## src/rtl/dmem_arbiter_if.sv

```systemverilog
// dmem_arbiter_if: bundles the CPU request path, the debug/DMA request path
// and the data-memory port that dmem_arbiter shares between them.
//
// Modports:
//   slave  - the arbiter: takes requests and mem_rdata, drives grants,
//            read-valid strobes, dbg_err and the memory port
//   master - the surroundings (CPU datapath, debug port, data memory)
//
// Signal groups:
//   cpu_*  : cpu_req, cpu_we, cpu_addr, cpu_wdata -> cpu_gnt, cpu_stall, cpu_rvalid
//   dbg_*  : dbg_req, dbg_we, dbg_lock, dbg_addr, dbg_wdata
//            -> dbg_gnt, dbg_rvalid, dbg_err
//   mem_*  : mem_we, mem_addr, mem_wdata out; mem_rdata in; rdata mirrors mem_rdata
interface dmem_arbiter_if #(
    parameter int DBITS = 32
);
    logic             cpu_req;
    logic             cpu_we;
    logic [DBITS-1:0] cpu_addr;
    logic [DBITS-1:0] cpu_wdata;
    logic             cpu_gnt;
    logic             cpu_stall;
    logic             cpu_rvalid;

    logic             dbg_req;
    logic             dbg_we;
    logic             dbg_lock;
    logic [DBITS-1:0] dbg_addr;
    logic [DBITS-1:0] dbg_wdata;
    logic             dbg_gnt;
    logic             dbg_rvalid;
    logic             dbg_err;

    logic             mem_we;
    logic [DBITS-1:0] mem_addr;
    logic [DBITS-1:0] mem_wdata;
    logic [DBITS-1:0] mem_rdata;
    logic [DBITS-1:0] rdata;

    modport slave (
        input  cpu_req, cpu_we, cpu_addr, cpu_wdata,
        output cpu_gnt, cpu_stall, cpu_rvalid,
        input  dbg_req, dbg_we, dbg_lock, dbg_addr, dbg_wdata,
        output dbg_gnt, dbg_rvalid, dbg_err,
        output mem_we, mem_addr, mem_wdata,
        input  mem_rdata,
        output rdata
    );

    modport master (
        output cpu_req, cpu_we, cpu_addr, cpu_wdata,
        input  cpu_gnt, cpu_stall, cpu_rvalid,
        output dbg_req, dbg_we, dbg_lock, dbg_addr, dbg_wdata,
        input  dbg_gnt, dbg_rvalid, dbg_err,
        input  mem_we, mem_addr, mem_wdata,
        output mem_rdata,
        input  rdata
    );
endinterface

```

## src/rtl/dmem_arbiter.sv

```systemverilog
// dmem_arbiter: shares the single data-memory / MMIO port between the CPU
// load/store path and a debug/DMA requester.
//
// The CPU has fixed priority. A starvation counter force-grants debug after
// STARVE_LIMIT consecutive denied debug-request cycles. A debug grant with
// dbg_lock high gives debug exclusive ownership for at most LOCK_MAX cycles;
// once that runs out the lock cannot be re-taken until dbg_lock drops.
//
// Ports:
//   clk    - system clock, all state on the rising edge
//   reset  - asynchronous, active-low reset (also forces grants off while low)
//   bus    - dmem_arbiter_if.slave (requests, grants, memory port, read data)
//
// Parameters: DBITS (address/data width), STARVE_LIMIT (>=1), LOCK_MAX (>=1)
//
// Optional feature macro: DMEM_ARB_IO_PROTECT_EN
//   defined   - granted debug writes to the I/O region (top nibble 4'hF) are
//               dropped (mem_we forced low) and dbg_err pulses the next cycle
//   undefined - such writes pass through, dbg_err is tied low
module dmem_arbiter #(
    parameter int DBITS        = 32,
    parameter int STARVE_LIMIT = 4,
    parameter int LOCK_MAX     = 16
) (
    input  logic           clk,
    input  logic           reset,
    dmem_arbiter_if.slave  bus
);
    localparam int SW = $clog2(STARVE_LIMIT + 1);
    localparam int LW = $clog2(LOCK_MAX + 1);
    localparam logic [SW-1:0] STARVE_MAX = SW'(STARVE_LIMIT);
    localparam logic [LW-1:0] LOCK_LAST  = LW'(LOCK_MAX - 1);

    typedef enum logic [1:0] {
        NORMAL  = 2'd0,
        LOCKED  = 2'd1,
        EXPIRED = 2'd2
    } arb_state_t;

    arb_state_t    state;
    logic [SW-1:0] starve_cnt;
    logic [LW-1:0] lock_cnt;
    logic          cpu_rd_pending;
    logic          dbg_rd_pending;

    logic          cpu_gnt_c;
    logic          dbg_gnt_c;
    logic          io_block;

    // Grant selection. LOCKED hands the port to debug only and keeps the CPU
    // out even when debug is idle; NORMAL and EXPIRED share the CPU-priority
    // rule with the starvation override. Reset low masks every grant so a
    // request in a reset cycle never reaches memory.
    always_comb begin
        cpu_gnt_c = 1'b0;
        dbg_gnt_c = 1'b0;
        if (reset) begin
            if (state == LOCKED) begin
                dbg_gnt_c = bus.dbg_req;
            end else if ((starve_cnt == STARVE_MAX) && bus.dbg_req) begin
                dbg_gnt_c = 1'b1;
            end else if (bus.cpu_req) begin
                cpu_gnt_c = 1'b1;
            end else begin
                dbg_gnt_c = bus.dbg_req;
            end
        end
    end

`ifdef DMEM_ARB_IO_PROTECT_EN
    // A granted debug write into the I/O region is swallowed here.
    assign io_block = dbg_gnt_c & bus.dbg_we & (bus.dbg_addr[DBITS-1 -: 4] == 4'hF);
`else
    assign io_block = 1'b0;
`endif

    assign bus.cpu_gnt    = cpu_gnt_c;
    assign bus.dbg_gnt    = dbg_gnt_c;
    assign bus.cpu_stall  = bus.cpu_req & ~cpu_gnt_c;
    assign bus.mem_addr   = dbg_gnt_c ? bus.dbg_addr  : bus.cpu_addr;
    assign bus.mem_wdata  = dbg_gnt_c ? bus.dbg_wdata : bus.cpu_wdata;
    assign bus.mem_we     = (cpu_gnt_c & bus.cpu_we) |
                            (dbg_gnt_c & bus.dbg_we & ~io_block);
    assign bus.rdata      = bus.mem_rdata;
    assign bus.cpu_rvalid = cpu_rd_pending;
    assign bus.dbg_rvalid = dbg_rd_pending;

`ifdef DMEM_ARB_IO_PROTECT_EN
    logic dbg_err_q;
    assign bus.dbg_err = dbg_err_q;
`else
    assign bus.dbg_err = 1'b0;
`endif

    // Arbitration state, starvation/lock counters and the registered read
    // owner flags. The owner flags turn a granted read into a one-cycle
    // rvalid pulse on the matching requester in the next cycle.
    always_ff @(posedge clk or negedge reset) begin
        if (!reset) begin
            state          <= NORMAL;
            starve_cnt     <= '0;
            lock_cnt       <= '0;
            cpu_rd_pending <= 1'b0;
            dbg_rd_pending <= 1'b0;
`ifdef DMEM_ARB_IO_PROTECT_EN
            dbg_err_q      <= 1'b0;
`endif
        end else begin
            cpu_rd_pending <= cpu_gnt_c & ~bus.cpu_we;
            dbg_rd_pending <= dbg_gnt_c & ~bus.dbg_we;
`ifdef DMEM_ARB_IO_PROTECT_EN
            dbg_err_q      <= io_block;
`endif

            if (bus.dbg_req && !dbg_gnt_c) begin
                if (starve_cnt != STARVE_MAX) begin
                    starve_cnt <= starve_cnt + SW'(1);
                end
            end else begin
                starve_cnt <= '0;
            end

            case (state)
                NORMAL: begin
                    if (dbg_gnt_c && bus.dbg_lock) begin
                        state    <= LOCKED;
                        lock_cnt <= '0;
                    end
                end
                LOCKED: begin
                    if (!bus.dbg_lock) begin
                        state <= NORMAL;
                    end else if (lock_cnt == LOCK_LAST) begin
                        state <= EXPIRED;
                    end else begin
                        lock_cnt <= lock_cnt + LW'(1);
                    end
                end
                EXPIRED: begin
                    // A lock that timed out must be released before it can
                    // be taken again.
                    if (!bus.dbg_lock) begin
                        state <= NORMAL;
                    end
                end
                default: begin
                    state <= NORMAL;
                end
            endcase
        end
    end
endmodule

```

## src/flat_wrapper.sv

```systemverilog
// flat-port wrapper written by rule: the top's interface ports become plain ports
module dmem_arbiter_flat 
#(
    parameter int DBITS        = 32,
    parameter int STARVE_LIMIT = 4,
    parameter int LOCK_MAX     = 16
)
  (clk, reset, bus_cpu_req, bus_cpu_we, bus_cpu_addr, bus_cpu_wdata, bus_cpu_gnt, bus_cpu_stall, bus_cpu_rvalid, bus_dbg_req, bus_dbg_we, bus_dbg_lock, bus_dbg_addr, bus_dbg_wdata, bus_dbg_gnt, bus_dbg_rvalid, bus_dbg_err, bus_mem_we, bus_mem_addr, bus_mem_wdata, bus_mem_rdata, bus_rdata);
  dmem_arbiter_if #(.DBITS(DBITS)) bus_i ();
  input  logic clk;
  input  logic reset;
  input wire logic [$bits(bus_i.cpu_req)-1:0] bus_cpu_req;
  input wire logic [$bits(bus_i.cpu_we)-1:0] bus_cpu_we;
  input wire logic [$bits(bus_i.cpu_addr)-1:0] bus_cpu_addr;
  input wire logic [$bits(bus_i.cpu_wdata)-1:0] bus_cpu_wdata;
  output wire logic [$bits(bus_i.cpu_gnt)-1:0] bus_cpu_gnt;
  output wire logic [$bits(bus_i.cpu_stall)-1:0] bus_cpu_stall;
  output wire logic [$bits(bus_i.cpu_rvalid)-1:0] bus_cpu_rvalid;
  input wire logic [$bits(bus_i.dbg_req)-1:0] bus_dbg_req;
  input wire logic [$bits(bus_i.dbg_we)-1:0] bus_dbg_we;
  input wire logic [$bits(bus_i.dbg_lock)-1:0] bus_dbg_lock;
  input wire logic [$bits(bus_i.dbg_addr)-1:0] bus_dbg_addr;
  input wire logic [$bits(bus_i.dbg_wdata)-1:0] bus_dbg_wdata;
  output wire logic [$bits(bus_i.dbg_gnt)-1:0] bus_dbg_gnt;
  output wire logic [$bits(bus_i.dbg_rvalid)-1:0] bus_dbg_rvalid;
  output wire logic [$bits(bus_i.dbg_err)-1:0] bus_dbg_err;
  output wire logic [$bits(bus_i.mem_we)-1:0] bus_mem_we;
  output wire logic [$bits(bus_i.mem_addr)-1:0] bus_mem_addr;
  output wire logic [$bits(bus_i.mem_wdata)-1:0] bus_mem_wdata;
  input wire logic [$bits(bus_i.mem_rdata)-1:0] bus_mem_rdata;
  output wire logic [$bits(bus_i.rdata)-1:0] bus_rdata;
  assign bus_i.cpu_req = bus_cpu_req;
  assign bus_i.cpu_we = bus_cpu_we;
  assign bus_i.cpu_addr = bus_cpu_addr;
  assign bus_i.cpu_wdata = bus_cpu_wdata;
  assign bus_cpu_gnt = bus_i.cpu_gnt;
  assign bus_cpu_stall = bus_i.cpu_stall;
  assign bus_cpu_rvalid = bus_i.cpu_rvalid;
  assign bus_i.dbg_req = bus_dbg_req;
  assign bus_i.dbg_we = bus_dbg_we;
  assign bus_i.dbg_lock = bus_dbg_lock;
  assign bus_i.dbg_addr = bus_dbg_addr;
  assign bus_i.dbg_wdata = bus_dbg_wdata;
  assign bus_dbg_gnt = bus_i.dbg_gnt;
  assign bus_dbg_rvalid = bus_i.dbg_rvalid;
  assign bus_dbg_err = bus_i.dbg_err;
  assign bus_mem_we = bus_i.mem_we;
  assign bus_mem_addr = bus_i.mem_addr;
  assign bus_mem_wdata = bus_i.mem_wdata;
  assign bus_i.mem_rdata = bus_mem_rdata;
  assign bus_rdata = bus_i.rdata;
  dmem_arbiter #(.DBITS(DBITS), .STARVE_LIMIT(STARVE_LIMIT), .LOCK_MAX(LOCK_MAX)) u_core (.clk(clk), .reset(reset), .bus(bus_i));
endmodule
```

## config.mk

```make
export PLATFORM = sky130hd
export DESIGN_NAME = dmem_arbiter_flat
export DESIGN_NICKNAME = d
export VERILOG_FILES = /design/src/rtl/dmem_arbiter_if.sv /design/src/rtl/dmem_arbiter.sv /design/src/flat_wrapper.sv
export SDC_FILE = /design/constraint.sdc
export NUM_CORES = 1
export LEC_CHECK = 0
export BUFFER_PORTS_ARGS = -buffer_cell sky130_fd_sc_hd__buf_2
export CELL_PAD_IN_SITES_DETAIL_PLACEMENT = 1
export CELL_PAD_IN_SITES_GLOBAL_PLACEMENT = 1
export CORE_ASPECT_RATIO = 1.5
export CORE_MARGIN = 5
export CORE_UTILIZATION = 19
export CTS_CLUSTER_DIAMETER = 200
export DETAILED_ROUTE_END_ITERATION = 8
export MAX_ROUTING_LAYER = met4
export PLACE_DENSITY_LB_ADDON = 0.2
export SLEW_MARGIN = 40
export SYNTH_ARGS = -nofsm -noshare
export SYNTH_HDL_FRONTEND = slang
export SYNTH_SLANG_ARGS = --single-unit
export TNS_END_PERCENT = 10
```

## constraint.sdc

```tcl
create_clock -name clk -period 3.84 [get_ports clk]
set_input_delay 1.152 -clock clk [delete_from_list [all_inputs] [get_ports clk]]
set_output_delay 1.152 -clock clk [all_outputs]
set_load 0.01 [all_outputs]
```

Word level (Yosys, flattened, before mapping)
Index checks and enable logic that the tools add are counted.

operators by class
  add/sub/neg operators = 2
  equal/unequal tests = 11
  multiplexer cells = 21
  bitwise logic cells = 9
  reductions and logical operators = 8

operator list
  operator                                                                  count
  32-bit two-way mux                                                        2
  5-bit two-way mux                                                         3
  5-bit case mux with 2 select lines                                        1
  1-bit two-way mux                                                         8
  2-bit two-way mux                                                         4
  2-bit inequality test (second input constant)                             4
  3-bit two-way mux                                                         2
  3-bit inequality test (second input constant)                             2
  2-bit case mux with 3 select lines                                        1
  5-bit by 1-bit adder with 5-bit output (second input constant)            1
  1-bit bitwise AND                                                         5
  5-bit by 4-bit equality test with 1-bit output (second input constant)    1
  4-bit AND reduction                                                       1
  3-bit by 1-bit adder with 3-bit output (second input constant)            1
  3-bit equality test (second input constant)                               1
  1-bit logical AND                                                         3
  1-bit inverter                                                            3
  3-bit AND reduction                                                       1
  2-bit by 1-bit equality test with 1-bit output (second input constant)    1
  2-bit equality test (second input constant)                               1
  2-bit logical NOT                                                         1
  2-bit by 1-bit inequality test with 1-bit output (second input constant)  1
  2-bit nonzero test                                                        1
  1-bit logical NOT                                                         1
  1-bit OR                                                                  1

storage, ports and cells
  bits in registers = 12
  input bits = 167
  output and inout bits = 103
  word-level logic and storage cells = 56

Depth between registers and ports, before layout
  depth after elaboration = 8
  depth in mapped cells = 8
  mapped depth without buffers = 7

Worst setup path after synthesis
Ideal clock, no wire load.

  path kind = input to output
  start = input bus_cpu_req
  end = output bus_mem_addr[3]
  data arrival time = 2282 ps
  data required time = 2688 ps
  slack = 406 ps
  cell stages on the path = 5
  path buffers = 2
  cell sequence = inv_1 > o311ai_4 > buf_6 > buf_6 > mux2_4

on the way
  longest elaborated chain between the ends = 5

ends and longest elaborated chain
  item                RTL line            text
  start: declaration  flat_wrapper.sv:12  input wire logic [$bits(bus_i.cpu_req)-1:0] bus_cpu_req;
  1-bit two-way mux   dmem_arbiter.sv:62  end else if (bus.cpu_req) begin
  1-bit two-way mux   dmem_arbiter.sv:60  end else if ((starve_cnt == STARVE_MAX) && bus.dbg_req) begin
  1-bit two-way mux   dmem_arbiter.sv:58  if (state == LOCKED) begin
  1-bit two-way mux   dmem_arbiter.sv:57  if (reset) begin
  32-bit two-way mux  dmem_arbiter.sv:80  assign bus.mem_addr = dbg_gnt_c ? bus.dbg_addr : bus.cpu_addr;
  end: declaration    flat_wrapper.sv:28  output wire logic [$bits(bus_i.mem_addr)-1:0] bus_mem_addr;

No other way between the ends.

Worst setup path after layout
  start = input bus_cpu_req
  end = output bus_mem_addr[30]

Same word-level chain as after synthesis.

==> flow_metrics.env <==
export IMPL_die_w_um=90.6
export IMPL_fmax_mhz=269
export IMPL_synth_top_cell_area_share_pct=22.7
export IMPL_peakVddDrop_uv=128
export IMPL_finalClockSkew_ns=0.00242
export IMPL_utilization_pct=29.4
export IMPL_area_delta_synth_final_pct=52.9
export IMPL_synth_area_leaders="mux2_4 (23%), mux2_2 (23%), dfrtp_1 (16%)"
export IMPL_min_period_ns=3.72
export IMPL_hold_path_cell_count=1
export IMPL_place_congestion=0.697
export IMPL_crit_chain="buf_2, inv_1, o311ai_4, buf_12, mux2_2, buf_2"
export IMPL_ys_seq_area_share_pct=16.2
export IMPL_final_max_slew_viol_count=0
export IMPL_dominantRegCellSynth="dfrtp_1"
export IMPL_drv_cap=0
export IMPL_insertion_delay_ns=0.24
export IMPL_grt_overflow=0
export IMPL_synth_enable_flop_cells=0
export IMPL_cp_slowest_cell="o311ai_4"
export IMPL_route_final_wire_length_um=7310
export IMPL_postCtsSetupBuffers=0
export IMPL_start_kind="input pin"
export IMPL_min_to="u_core.lock_cnt[4]"
export IMPL_path_common_cell="buf_2"
export IMPL_clockRootBuffer="clkbuf_16"
export IMPL_diodes=0
export IMPL_io_pins=270
export IMPL_dp_hpwl_um=6560
export IMPL_cts_tree="built"
export IMPL_core_area_sq_um=9630
export IMPL_num_nets_final=517
export IMPL_rsz0062_at_grt="false"
export IMPL_syn_inst=174
export IMPL_async_flop_share_pct=100
export IMPL_reg2reg_to="u_core.lock_cnt[4]"
export IMPL_cts_resized_gates=0
export IMPL_htree_levels=1
export IMPL_cpPeakStageDelay_ns=0.39
export IMPL_critPathMaxFanout=41
export IMPL_end_kind="output pin"
export IMPL_first_global_vias=2058
export IMPL_drtIter0Drc=10
export IMPL_power_density_nw_per_um2=228
export IMPL_cellLeakagePower_nw=1.62
export IMPL_layout_common_cells="buf_2 (204), mux2_2 (37), mux2_4 (28)"
export IMPL_hold_class="flop to flop"
export IMPL_syn_nets=345
export IMPL_avgSynthCellArea_sq_um=10.6
export IMPL_r2r_start="u_core.lock_cnt[0]"
export IMPL_dieArea_sq_um=11900
export IMPL_dr_pass1_iters=2
export IMPL_finalHoldViolCount=0
export IMPL_drive_above_1_share_pct=81.4
export IMPL_cts_sink_count=12
export IMPL_die_h_um=131
export IMPL_min_from="u_core.lock_cnt[4]"
export IMPL_ctsHoldBuffers=0
export IMPL_synth_largest_area_cell="mux2_4"
export IMPL_drc=0
export IMPL_holdWs_ns=0.510
export IMPL_yosysWarnings=0
export IMPL_cts_buffer_depth=2
export IMPL_cts_clk_slew_worst_paths_ns=0.04
export IMPL_r2r_setup_slack_ns=1.73
export IMPL_fin_area_sq_um=2830
export IMPL_grt_max_degree=42
export IMPL_placed_cell_area_sq_um=2740
export IMPL_wl_per_cell_um=15.9
export IMPL_worstSetupPathType="input pin to output pin"
export IMPL_outcome="completed"
export IMPL_ys_seq_elements=12
export IMPL_layout_commonest_cell="buf_2"
export IMPL_finalSetupTns_ns=0
export IMPL_power_mw=0.646
export IMPL_start_util_pct=19.2
export IMPL_port_buffers=204
export IMPL_antenna_found_initial=0
export IMPL_grt_util_all_layers_pct=11.3
export IMPL_period_share_pct=96.8
export IMPL_cts_made_buffers=3
export IMPL_grt_pass1_wl_um=10400
export IMPL_arrival_ns=2.57
export IMPL_via_per_inst=4.22
export IMPL_setup_viol=0
export IMPL_required_ns=2.69
export IMPL_vias=1943
export IMPL_r2r_worst_path_cells=6
export IMPL_synth_cell_types=34
export IMPL_synthesis_area_sq_um=1850
export IMPL_ant_nets=0
export IMPL_rows=44
## state kept, by name (all words and copies together), names as in the netlist
signal and flops:
u_core.bus.dbg_rvalid 1, u_core.bus.cpu_rvalid 1, u_core.lock_cnt 5, u_core.state 2
u_core.starve_cnt 3
## layout make-up
type / count / area (sq um)
Fill cell: 1201 / 6810
Tap cell: 115 / 144
Multi-Input combinational cell: 114 / 1200
Inverter: 8 / 30.0
Sequential cell: 12 / 300
Timing Repair Buffer: 207 / 1070
Clock buffer: 4 / 88.8
## Yosys cell counts, types with 3 or more instances
cell type,count
ha_1,4
buf_4,36
mux2_2,37
nor2_1,7
a21oi_1,3
inv_1,8
dfrtp_1,12
mux2_4,28
nand2_1,5
## power breakdown
group / internal (mW) / switching, mW / total, mW
clock: 0.157 / 0.0566 / 0.214
sequential: 0.136 / 0.00965 / 0.146
combinational: 0.165 / 0.121 / 0.286
## cells by family (layout without fill, tap and decap cells)
| family | count (synthesis) | in the layout | share of synthesized area, % |
|---|---|---|---|
| compound gates | 12 | 12 | 6.02 |
| xor+xnor | 2 | 2 | 0.947 |
| fa+ha+maj | 4 | 4 | 2.70 |
| buf+inv | 48 | 219 | 19.1 |
| flops | 12 | 12 | 16.2 |
| mux | 67 | 67 | 46.3 |
| other cells | 1 | 1 | 0.203 |
| simple gates | 28 | 28 | 8.52 |
## metrics by stage
step                setup WS, ns  instances
floorplan                  0.406        174
finish                     0.122        460
global route              0.0702        460
CTS                        0.114        460
global placement           0.144        456
detailed placement         0.118        456
## per-layer routing
layer  vias up  GRT usage (%)  wire, um
met5         -              -         0
met4         0           4.03       130
met3        14           3.49       758
met2       148           20.6      3960
met1       864           11.2      2470
li1        917              -         -
## worst max-delay path: cells and delay by family
| kind | cells | cell delay [ns] |
|---|---|---|
| buf+inv | 4 | 0.61 |
| compound gates | 1 | 0.39 |
| mux | 1 | 0.37 |
## worst max path at each step
stage | start | end | slack (ns) | cells after the start
after CTS | bus_cpu_req | bus_mem_addr[30] | 0.11 | 6
after detailed placement | bus_cpu_req | bus_mem_addr[30] | 0.12 | 6
after global routing | bus_cpu_req | bus_mem_addr[30] | 0.07 | 6
after floorplan | bus_cpu_req | bus_mem_addr[3] | 0.41 | 5
after global placement | bus_cpu_req | bus_mem_addr[29] | 0.14 | 6
final | bus_cpu_req | bus_mem_addr[30] | 0.12 | 6
Note: power is estimated with default switching activity, not from simulation.
